**config.mk**
```make
export PLATFORM = sky130hd
export DESIGN_NAME = pc_gen
export DESIGN_NICKNAME = d
export VERILOG_FILES = /design/src/rtl/pc_gen_pkg.sv /design/src/rtl/pc_gen_watchdog.sv /design/src/rtl/pc_gen.sv
export SDC_FILE = /design/constraint.sdc
export NUM_CORES = 1
export LEC_CHECK = 0
export BUFFER_PORTS_ARGS = -buffer_cell sky130_fd_sc_hd__buf_2
export CAP_MARGIN = 20
export CORE_MARGIN = 5
export CORE_UTILIZATION = 35
export DETAILED_ROUTE_END_ITERATION = 16
export HOLD_SLACK_MARGIN = 0.1
export PLACE_DENSITY_LB_ADDON = 0.08
export SYNTH_ARGS = -nofsm -noshare
export SYNTH_HDL_FRONTEND = slang
export SYNTH_SLANG_ARGS = --single-unit
export TNS_END_PERCENT = 100
```
**constraint.sdc**
```tcl
create_clock -name clk -period 3.1 [get_ports clk]
set_input_delay 0.62 -clock clk [delete_from_list [all_inputs] [get_ports clk]]
set_output_delay 0.62 -clock clk [all_outputs]
set_load 0.02 [all_outputs]
```
**src/rtl/pc_gen_pkg.sv**
```systemverilog
// rtl/pc_gen_pkg.sv - shared constants and helpers for the pc_gen stage
//
// Contents: FSM state encoding, instruction size, default reset PC and the
// sequential-PC helper used by the top.
package pc_gen_pkg;

    localparam logic [1:0] ST_BOOT  = 2'd0;
    localparam logic [1:0] ST_ISSUE = 2'd1;
    localparam logic [1:0] ST_WAIT  = 2'd2;
    localparam logic [1:0] ST_HALT  = 2'd3;

    localparam logic [31:0] INST_BYTES       = 32'd4;
    localparam logic [31:0] DEFAULT_RESET_PC = 32'h8000_0000;

    // Fall-through PC; 32-bit arithmetic, so 0xFFFF_FFFC wraps to 0.
    function automatic logic [31:0] seq_pc(input logic [31:0] pc);
        return pc + INST_BYTES;
    endfunction

endpackage

```
**src/rtl/pc_gen_watchdog.sv**
```systemverilog
// rtl/pc_gen_watchdog.sv - hang watchdog for the pc_gen WAIT state
//
// Ports:
//   clk   in   clock
//   rst   in   asynchronous active-low reset
//   en    in   high while the parent FSM is waiting for writeback
//   hang  out  sticky flag, set once en has been high for TIMEOUT_CYCLES
//              consecutive cycles; constant 0 when TIMEOUT_CYCLES == 0
module pc_gen_watchdog #(
    parameter int TIMEOUT_CYCLES = 1024
) (
    input  logic clk,
    input  logic rst,
    input  logic en,
    output logic hang
);

    generate
        if (TIMEOUT_CYCLES == 0) begin : g_off
            assign hang = 1'b0;
        end else begin : g_on
            localparam int CW = $clog2(TIMEOUT_CYCLES + 1);
            localparam logic [CW-1:0] LAST = CW'(TIMEOUT_CYCLES - 1);

            logic [CW-1:0] cnt;
            logic          hang_q;

            // cnt is 0 during the first cycle of a wait, so cnt == LAST marks
            // the TIMEOUT_CYCLES-th waiting cycle. It saturates there; hang
            // is already sticky so there is nothing left to count.
            always_ff @(posedge clk or negedge rst) begin
                if (!rst) begin
                    cnt    <= '0;
                    hang_q <= 1'b0;
                end else begin
                    if (!en)
                        cnt <= '0;
                    else if (cnt != LAST)
                        cnt <= cnt + 1'b1;
                    if (en && cnt == LAST)
                        hang_q <= 1'b1;
                end
            end

            assign hang = hang_q;
        end
    endgenerate

endmodule

```
**src/rtl/pc_gen.sv**
```systemverilog
// rtl/pc_gen.sv - program-counter generation stage feeding instruction fetch
//
// Optional feature macro: PC_GEN_MISALIGN_CHK_EN (misaligned redirect traps).
//
// Ports:
//   clk, rst              clock; asynchronous active-low reset
//   ifu_valid/ifu_ready   fetch handshake, ifu_pc is the PC offered
//   wb_valid              commit pulse for the in-flight instruction
//   wb_redirect/wb_target taken branch/jump/mret and its target
//   trap_valid/trap_vec   trap on commit and the vector to take
//   halt                  ebreak on commit; stage stops until reset
//   hang                  sticky watchdog flag
//   misalign              sticky misaligned-redirect flag
//   issue_cnt             accepted fetch handshakes, wraps
module pc_gen
    import pc_gen_pkg::*;
#(
    parameter logic [31:0] RESET_PC       = DEFAULT_RESET_PC,
    parameter int          TIMEOUT_CYCLES = 1024,
    parameter int          CNT_W          = 32
) (
    input  logic             clk,
    input  logic             rst,
    output logic             ifu_valid,
    input  logic             ifu_ready,
    output logic [31:0]      ifu_pc,
    input  logic             wb_valid,
    input  logic             wb_redirect,
    input  logic [31:0]      wb_target,
    input  logic             trap_valid,
    input  logic [31:0]      trap_vec,
    input  logic             halt,
    output logic             hang,
    output logic             misalign,
    output logic [CNT_W-1:0] issue_cnt
);

    logic [1:0]       state;
    logic [31:0]      pc_q;
    logic [CNT_W-1:0] cnt_q;
    logic [31:0]      next_pc;
    logic             commit;

    assign commit = (state == ST_WAIT) && wb_valid;

`ifdef PC_GEN_MISALIGN_CHK_EN
    logic bad_target;
    logic misalign_q;

    // A misaligned redirect is turned into a trap; a real trap already wins.
    assign bad_target = !trap_valid && wb_redirect && (wb_target[1:0] != 2'b00);

    always_comb begin
        next_pc = seq_pc(pc_q);
        if (trap_valid || bad_target)
            next_pc = trap_vec;
        else if (wb_redirect)
            next_pc = wb_target;
    end

    always_ff @(posedge clk or negedge rst) begin
        if (!rst)
            misalign_q <= 1'b0;
        else if (commit && bad_target)
            misalign_q <= 1'b1;
    end

    assign misalign = misalign_q;
`else
    always_comb begin
        next_pc = seq_pc(pc_q);
        if (trap_valid)
            next_pc = trap_vec;
        else if (wb_redirect)
            next_pc = wb_target;
    end

    assign misalign = 1'b0;
`endif

    always_ff @(posedge clk or negedge rst) begin
        if (!rst) begin
            state <= ST_BOOT;
            pc_q  <= RESET_PC;
            cnt_q <= '0;
        end else begin
            case (state)
                ST_BOOT: state <= ST_ISSUE;
                ST_ISSUE: begin
                    if (ifu_ready) begin
                        state <= ST_WAIT;
                        cnt_q <= cnt_q + 1'b1;
                    end
                end
                ST_WAIT: begin
                    if (commit) begin
                        pc_q  <= next_pc;
                        state <= halt ? ST_HALT : ST_ISSUE;
                    end
                end
                default: state <= ST_HALT;
            endcase
        end
    end

    assign ifu_valid = (state == ST_ISSUE);
    assign ifu_pc    = pc_q;
    assign issue_cnt = cnt_q;

    pc_gen_watchdog #(
        .TIMEOUT_CYCLES(TIMEOUT_CYCLES)
    ) u_watchdog (
        .clk (clk),
        .rst (rst),
        .en  (state == ST_WAIT),
        .hang(hang)
    );

endmodule

```
After elaboration in Yosys (flattened, before gate mapping):

Cells that the tools add are included.

* output and inout bits: 67
* bits in registers: 78

* add/subtract/negate cells: 3
* muxes and demuxes: 8
* equality and inequality tests: 7
* reductions and logical operators: 6

Operators by type and width (number)
* 32-bit two-way mux: 2
* 32-bit by 1-bit adder with 32-bit output, second input constant: 1
* 32-bit by 3-bit adder with 32-bit output, second input constant: 1
* 11-bit two-way mux: 2
* 11-bit by 1-bit adder with 11-bit output, second input constant: 1
* 11-bit by 10-bit == test with 1-bit output, second input constant: 1
* 11-bit by 10-bit inequality test with 1-bit output, second input constant: 1
* 2-bit two-way mux: 3
* 2-bit one-hot mux with 3 select lines: 1
* 2-bit AND reduction: 3
* 2-bit inequality test, second input constant: 2
* 2-bit by 1-bit == test with 1-bit output, second input constant: 1
* 2-bit == test, second input constant: 1
* 1-bit logical AND: 2
* 2-bit logical NOT: 1
* 2-bit by 1-bit inequality test with 1-bit output, second input constant: 1

Logic depth before layout (Yosys ltp):

Gate-level depths: netlist (run 1).

* depth in word-level cells: 4
* depth in mapped cells: 7
* depth with buffers taken out: 6

By module:

A second synthesis (run 1) with hierarchy kept.

* cell total of the unflattened synthesis: 481
* area total of the unflattened synthesis: 4469.3 µm²

Modules (own cells, without submodules)
* pc_gen: times used 1, sequential area each 1652.8 µm², cells each 415, area an instance 3793.6 µm²
* pc_gen_watchdog: times used 1, sequential area each 300.3 µm², cells each 66, area an instance 675.6 µm²

Worst setup path after synthesis (run 1):

Ideal clock, no wire load.

* path kind: register -> register
* start point: reg pc_q[2], in the netlist ifu_pc[2]
* end point: reg pc_q[30], in the netlist ifu_pc[30]
* slack: 0.490 ns
* buffers on the path: 1
* required time: 2.968 ns
* clock period less this slack: 2.610 ns
* data arrival time: 2.478 ns
* library setup time: 0.132 ns
* stages on the path, launching flop included: 8
* cells stage by stage: dfrtp_1 ha_1 nand3_2 or4_1 buf_2 or4_4 nand3_1 or3b_1

* word-level cells in the longest chain between the ends: 3

RTL lines
* from (decl): RTL line pc_gen.sv:39 `logic [31:0] pc_q;`
* from (signal assigned): RTL line pc_gen.sv:97 `pc_q <= next_pc;`
* 32-bit by 3-bit adder with 32-bit output: RTL line pc_gen_pkg.sv:17 `return pc + INST_BYTES;`
* 32-bit two-way mux: RTL line pc_gen.sv:74 `else if (wb_redirect)`
* 32-bit two-way mux: RTL line pc_gen.sv:72 `if (trap_valid)`

No other way between the ends.
A chain may end at the register's enable or synchronous reset.

Final worst setup path (run 1):

Ends and elaborated chain as after synthesis.

==> key figures, run 1 <==
Run status
  • Status: completed

STA
  • Slew of the pin with the lowest slew margin: 672 ps
  • Total negative slack: 0 ps
  • RSZ-0062 raised after global routing: no
  • Clock skew: 6.94 ps
  • Fmax: 377 MHz
  • Final min period: 2650 ps
  • Slew margin rel.: 0.550
  • Final Cycle Share: 0.855
  • Slew Limit Fails: 0
  • Final Hold Fails: 0
  • Final setup vio count: 0

Floorplan
  • Core box area: 12000 sq um
  • Die boundary width: 121 um
  • Top-level I/O count: 138
  • Starting Density: 0.358
  • Die H: 121 um
  • Die area: 14600 sq um
  • Rows: 40

Yosys
  • Warnings from Yosys: 0
  • Dominant cells by area after synthesis: dfrtp_1 (45%), o21ai_0 (5.9%), xnor2_1 (4.3%)
  • Post-synthesis sequential area ratio: 0.454
  • Main synth FF type: dfrtp_1
  • Post-synthesis cell type count: 59
  • Syn Area/Cell: 9.08 sq um
  • FFs w/ async S/R, synth: 1.00
  • Yosys reg bits: 78
  • EDFF count, synth: 0
  • Post-synth top area share: 0.448
  • Cell area after synthesis: 4300 sq um
  • Synth area leader: dfrtp_1
  • Syn nets: 548
  • Synth Instances: 474

Critical path
  • CP endpoint kind: flop
  • R2R cell count: 6
  • WP data required: 3310 ps
  • CP Depth: 6
  • Critical path startpoint: ifu_pc[2]
  • Startpoint Class: flop
  • Setup crit end: ifu_pc[30]
  • Worst path bufs/invs: 0
  • Worst reg2reg setup slack: 450 ps
  • Arrival @ worst endpoint: 2860 ps
  • Slowest CP cell: or4_1
  • RR Startpoint: ifu_pc[2]
  • Reg2reg end: ifu_pc[30]
  • Top delay family on crit path: simple AND/OR/NAND/NOR gates
  • Worst-path maximum fanout: 7
  • Largest stage delay on the critical path: 650 ps
  • CP Cell Sequence: ha_1 > nand3_2 > or4_1 > or4_4 > nand3_1 > or3b_1
  • Critical Setup Path Class: flop to flop

Layout
  • Area grow syn2layout: 27.7%
  • Final Cell Area: 5500 sq um
  • N_diodes: 0
  • Share of post-route cells with drive strength above 1: 0.279
  • Nets: 686

Place
  • IO Port Bufs: 136
  • Post-DP HPWL: 9.29 mm
  • RePlAce Congestion: 0.853
  • Placed Area: 5180 sq um

Routing
  • Detailed-route DRC error count: 0
  • Mean number of vias per cell: 5.42
  • Vias: 4133
  • Routed Antenna Nets: 0
  • WL/cell: 16.7 um
  • Initial DRT Pass Iterations: 5
  • Initial drt markers: 300
  • Total Wirelength: 12.8 mm

Clocking
  • H-tree depth: 3
  • Clock transition at path regs: 60 ps
  • Clk_lat worst skew: 330 ps
  • Post-cts sizing count: 0
  • CTS tree: done
  • Clock Sink Count: 78
  • Postcts setup bufs: 0
  • Hold buffers post-CTS: 0
  • CTS Buf Count: 9
  • Clock Root Buffer: clkbuf_16
  • Clock tree buffer depth: 2

Flow run
  • Max-Cap Viols: 0

Power and ir drop
  • LEAKAGE: 0.00256 uW
  • Power Total: 2750 uW
  • Power density over the cells: 501 nW/um^2
  • Max VDD drop: 230 uV

Worst hold path
  • Worst hold path type: input pin to asynchronous set/reset pin

Global routing
  • First-pass GRT wire length: 20.6 mm
  • GRT overflow: 0
  • Largest net degree at the start of global routing: 79
  • Initial antenna violation count: 0
  • Tot GR Track Use: 0.175
  • Number of global-route vias before repair: 4096
-- per-stage QoR --
| stage | setup WS, ps | utilization | cells | hold WS (ps) |
|---|---|---|---|---|
| floorplan | 490 | - | 474 | 324 |
| global placement | 527 | 0.432 | 747 | 442 |
| detailed placement | 460 | 0.432 | 747 | 447 |
| CTS | 461 | 0.455 | 762 | 466 |
| global route | 343 | 0.458 | 763 | 283 |
| finish | 449 | 0.458 | 763 | 253 |
-- synthesized netlist by cell type (4+ instances only) --
library cell	instances
a221oi_1	4
o22ai_1	5
dfrtp_1	77
a31oi_1	6
nor3_1	11
nor4_1	13
and3_1	7
o31a_1	7
nor2b_1	5
inv_1	15
nand4_1	21
and4_1	4
or3_1	5
xor2_1	14
nand2b_1	4
a22o_1	6
nand3_1	21
clkbuf_1	18
o21ai_0	51
mux2i_1	4
a22oi_1	14
a21oi_1	21
o2bb2ai_1	4
xnor2_1	21
nand2_1	35
nor2_1	35
-- logic make-up (layout without fill, tap and decap cells) --
family / Yosys count / after routing / synth area share
buf+inv: 40 / 182 / 0.0366
other cells: 1 / 1 / 0.000871
xor+xnor: 35 / 35 / 0.0712
flops: 78 / 78 / 0.454
mux: 5 / 5 / 0.0119
compound gates: 135 / 135 / 0.201
fa+ha+maj: 3 / 3 / 0.00872
simple gates: 177 / 177 / 0.216
-- per-layer routing --
layer | track usage | routed length, um | vias to the layer above
met2 | 0.281 | 6150 | 123
met1 | 0.234 | 5770 | 1958
met5 | 0 | 0 | -
li1 | - | - | 2038
met3 | 0.0364 | 670 | 14
met4 | 0.0595 | 181 | 0
-- flip-flops by register name, summed over array words and instances (netlist names) --
name and cells:
u_watchdog.hang 1, ifu_pc 32, u_watchdog.g_on.cnt 11, issue_cnt 32, state 2
-- cell type report --
| cell class | count | area (sq um) |
|---|---|---|
| Clock inverter | 1 | 30.0 |
| Fill cell | 1201 | 6520 |
| Clock buffer | 14 | 254 |
| Tap cell | 147 | 184 |
| Multi-Input combinational cell | 356 | 2200 |
| Sequential cell | 78 | 1950 |
| Timing Repair Buffer | 152 | 823 |
| Inverter | 15 | 56.3 |
-- placed cells by master, fill, tap and decap left out, drive strengths merged, types with 5 or more instances in the layout --
master,Yosys,layout
nor2b,5,5
o22ai,5,5
inv,15,15
o31a,8,8
xor2,14,14
o21ai,51,51
or3,5,5
a22oi,14,14
nor3,11,11
nand3,22,22
and3,7,7
a22o,6,6
nor4,14,14
xnor2,21,21
clkbuf,18,14
a21oi,21,21
buf,7,152
nor2,35,35
dfrtp,77,77
nand2,35,35
nand4,21,21
a31oi,6,6
-- worst min-delay path by stage --
stage,startpoint,to,slack [ps]
finish,rst,issue_cnt[6],250
global route,rst,issue_cnt[6],280
CTS,issue_cnt[31],issue_cnt[31],470
detailed placement,u_watchdog.hang,u_watchdog.hang,450
global placement,u_watchdog.hang,u_watchdog.hang,440
floorplan,rst,ifu_pc[0],320
-- power by group --
| part | internal [uW] | total, uW | leakage [uW] | switching (uW) |
|---|---|---|---|---|
| Sequential | 1100 | 1230 | 0.000988 | 128 |
| Clock | 643 | 1040 | 0.000137 | 397 |
| Combinational | 186 | 481 | 0.00144 | 295 |
Note: power is estimated with default switching activity, not from simulation.
==> run 2: changes to the inputs <==
--- a/config.mk
+++ b/config.mk
@@ -8,10 +8,12 @@
 export BUFFER_PORTS_ARGS = -buffer_cell sky130_fd_sc_hd__buf_2
 export CAP_MARGIN = 20
 export CORE_MARGIN = 5
-export CORE_UTILIZATION = 35
+export CORE_UTILIZATION = 45
+export CTS_CLUSTER_DIAMETER = 150
 export DETAILED_ROUTE_END_ITERATION = 16
 export HOLD_SLACK_MARGIN = 0.1
 export PLACE_DENSITY_LB_ADDON = 0.08
+export SETUP_SLACK_MARGIN = 0.1
 export SYNTH_ARGS = -nofsm -noshare
 export SYNTH_HDL_FRONTEND = slang
 export SYNTH_SLANG_ARGS = --single-unit
==> run 2 against run 1 <==
Compared with the run above: die area shrank 20%; largest cell class unchanged; design area fell by 1.6%; global-route usage up 3.5 points.
==> key figures, run 2 (synthesis results as in run 1) <==
Worst hold path
  • Worst hold path type: input pin to asynchronous set/reset pin

STA
  • Fmax: 376 MHz (-0.39%)
  • Slew of the pin with the lowest slew margin: 577 ps (-95.4 ps)
  • Final Hold Fails: 0 (unchanged)
  • Slew Limit Fails: 0 (unchanged)
  • Hold_ws: 124 ps (-129 ps)
  • RSZ-0062 raised after global routing: no
  • Final min period: 2660 ps (+10.3 ps)
  • Total negative slack: 0 ps (unchanged)
  • Fin worst setup slack: 439 ps (-10.3 ps)
  • Slew margin rel.: 0.614 (+0.0638)
  • Clock skew: 13.3 ps (+6.38 ps)
  • Final setup vio count: 0 (unchanged)
  • Final Cycle Share: 0.858 (+0.00332)

Place
  • DP Worst Slack: 465 ps (+5.12 ps)
  • RePlAce Congestion: 0.834 (-2.3%)
  • Post-DP HPWL: 8.81 mm (-5.2%)
  • IO Port Bufs: 136 (unchanged)
  • Placed Area: 5150 sq um (-0.63%)

Critical path
  • Worst path bufs/invs: 0 (unchanged)
  • Setup crit end: ifu_pc[30]
  • CP Cell Sequence: ha_1 > nand3_2 > or4_1 > or4_4 > nand3_1 > or3b_1
  • CP endpoint kind: flop
  • CP Depth: 6 (unchanged)
  • Startpoint Class: flop
  • Top delay family on crit path: simple AND/OR/NAND/NOR gates
  • Largest stage delay on the critical path: 650 ps (about the same)
  • WP data required: 3330 ps (+20 ps)
  • Reg2reg end: ifu_pc[30]
  • Arrival @ worst endpoint: 2890 ps (+30 ps)
  • Critical path startpoint: ifu_pc[2]
  • Critical Setup Path Class: flop to flop
  • Slowest CP cell: or4_1
  • Worst-path maximum fanout: 7 (unchanged)
  • R2R cell count: 6 (unchanged)
  • Worst reg2reg setup slack: 440 ps (about the same)
  • RR Startpoint: ifu_pc[2]

Floorplan
  • Die boundary width: 108 um (-11%)
  • Die H: 108 um (-11%)
  • Core box area: 9280 sq um (-23%)
  • Starting Density: 0.464 (+0.105)
  • Die area: 11600 sq um (-20%)
  • Top-level I/O count: 138 (unchanged)
  • Rows: 35 (-13%)

Global routing
  • Number of global-route vias before repair: 3981 (-2.8%)
  • Grt met1 use: 0.287 (+0.0530)
  • Grt met2 use: 0.335 (+0.0546)
  • Largest net degree at the start of global routing: 79 (unchanged)
  • Most used routing layer: met2
  • Tot GR Track Use: 0.209 (+0.0349)
  • Initial antenna violation count: 0 (unchanged)
  • GRT overflow: 0 (unchanged)
  • First-pass GRT wire length: 19.6 mm (-4.8%)
  • Met3 Track Usage GR: 0.0366 (+0.000229)

Layout
  • Nets: 685 (-0.15%)
  • Share of post-route cells with drive strength above 1: 0.284 (+0.00487)
  • Final Util: 0.583 (+0.125)
  • Final Cell Area: 5410 sq um (-1.6%)
  • Most frequent cells in the layout: buf_2 (135), dfrtp_1 (77), o21ai_0 (51), nand2_1 (35), nor2_1 (35)
  • Fillers: 902 (-25%)
  • N_diodes: 0 (unchanged)
  • Commonest non-fill, non-tap cell in the layout: buf_2
  • Area grow syn2layout: 25.7%

Routing
  • Total Wirelength: 12.2 mm (-4.6%)
  • Initial drt markers: 235 (-22%)
  • Mean number of vias per cell: 5.60 (+3.3%)
  • Vias: 4169 (+0.87%)
  • Initial DRT Pass Iterations: 5 (unchanged)
  • Detailed-route DRC error count: 0 (unchanged)
  • WL/cell: 16.4 um (-2.3%)
  • Routed Antenna Nets: 0 (unchanged)

Clocking
  • Hold buffers post-CTS: 0 (unchanged)
  • Postcts setup bufs: 0 (unchanged)
  • Clock Sink Count: 78 (unchanged)
  • Clock Root Buffer: clkbuf_8
  • Clock tree buffer depth: 2 (unchanged)
  • CTS Buf Count: 9 (unchanged)
  • CTS tree: done
  • Post-cts sizing count: 0 (unchanged)
  • Clock transition at path regs: 90 ps (+30 ps)
  • Clk_lat worst skew: 350 ps (+20 ps)
  • H-tree depth: 3 (unchanged)

Power and ir drop
  • Power density over the cells: 480 nW/um^2 (-4.2%)
  • LEAKAGE: 0.00253 uW (-1.3%)
  • Max VDD drop: 236 uV (+2.6%)

Run status
  • Status: completed

Flow run
  • Max-Cap Viols: 0 (unchanged)
## run 2: changes by cell type in the layout (fill, tap and decap cells not counted), sizes merged
cell,change
bufinv,+1
clkbuf,-4
buf,-1
clkinvlp,+2
inv,+2
## run 2: worst min path at each step
| stage | to | slack (ps) | cells past startpoint |
|---|---|---|---|
| floorplan | ifu_pc[0] | 320 | 0 |
| global placement | u_watchdog.hang | 440 | 1 |
| global route | u_watchdog.g_on.cnt[8] | 130 | 1 |
| CTS | issue_cnt[6] | 470 | 1 |
| detailed placement | u_watchdog.hang | 440 | 1 |
| finish | u_watchdog.g_on.cnt[8] | 120 | 1 |
## run 2: layout make-up
class	count	area, sq um	area share
inverters	15	56.3	0.0104
multi-input cells	356	2190	0.405
repair buffers	151	816	0.151
flip-flops and latches	78	1950	0.361
well taps	129	161	0.0298
clock inverters	6	92.6	0.0171
clock buffers	10	138	0.0254
## run 2: where the power goes
part           internal [uW]  switching (uW)  leakage, uW
clock network            481             407     0.000110
registers               1100             129     0.000988
logic                    186             291      0.00143
total                   1770             826      0.00253
## run 2: stage by stage
step	std cells	total power [uW]
after floorplan	474	1490
after global placement	728	1710
after detailed placement	728	1720
after CTS	744	2610
after global routing	745	2710
final	745	2590
## run 2: layer usage
layer,up-vias,share of wire
met1,1998,0.44
met5,-,0
li1,2027,-
met4,0,0.013
met2,131,0.48
met3,13,0.060
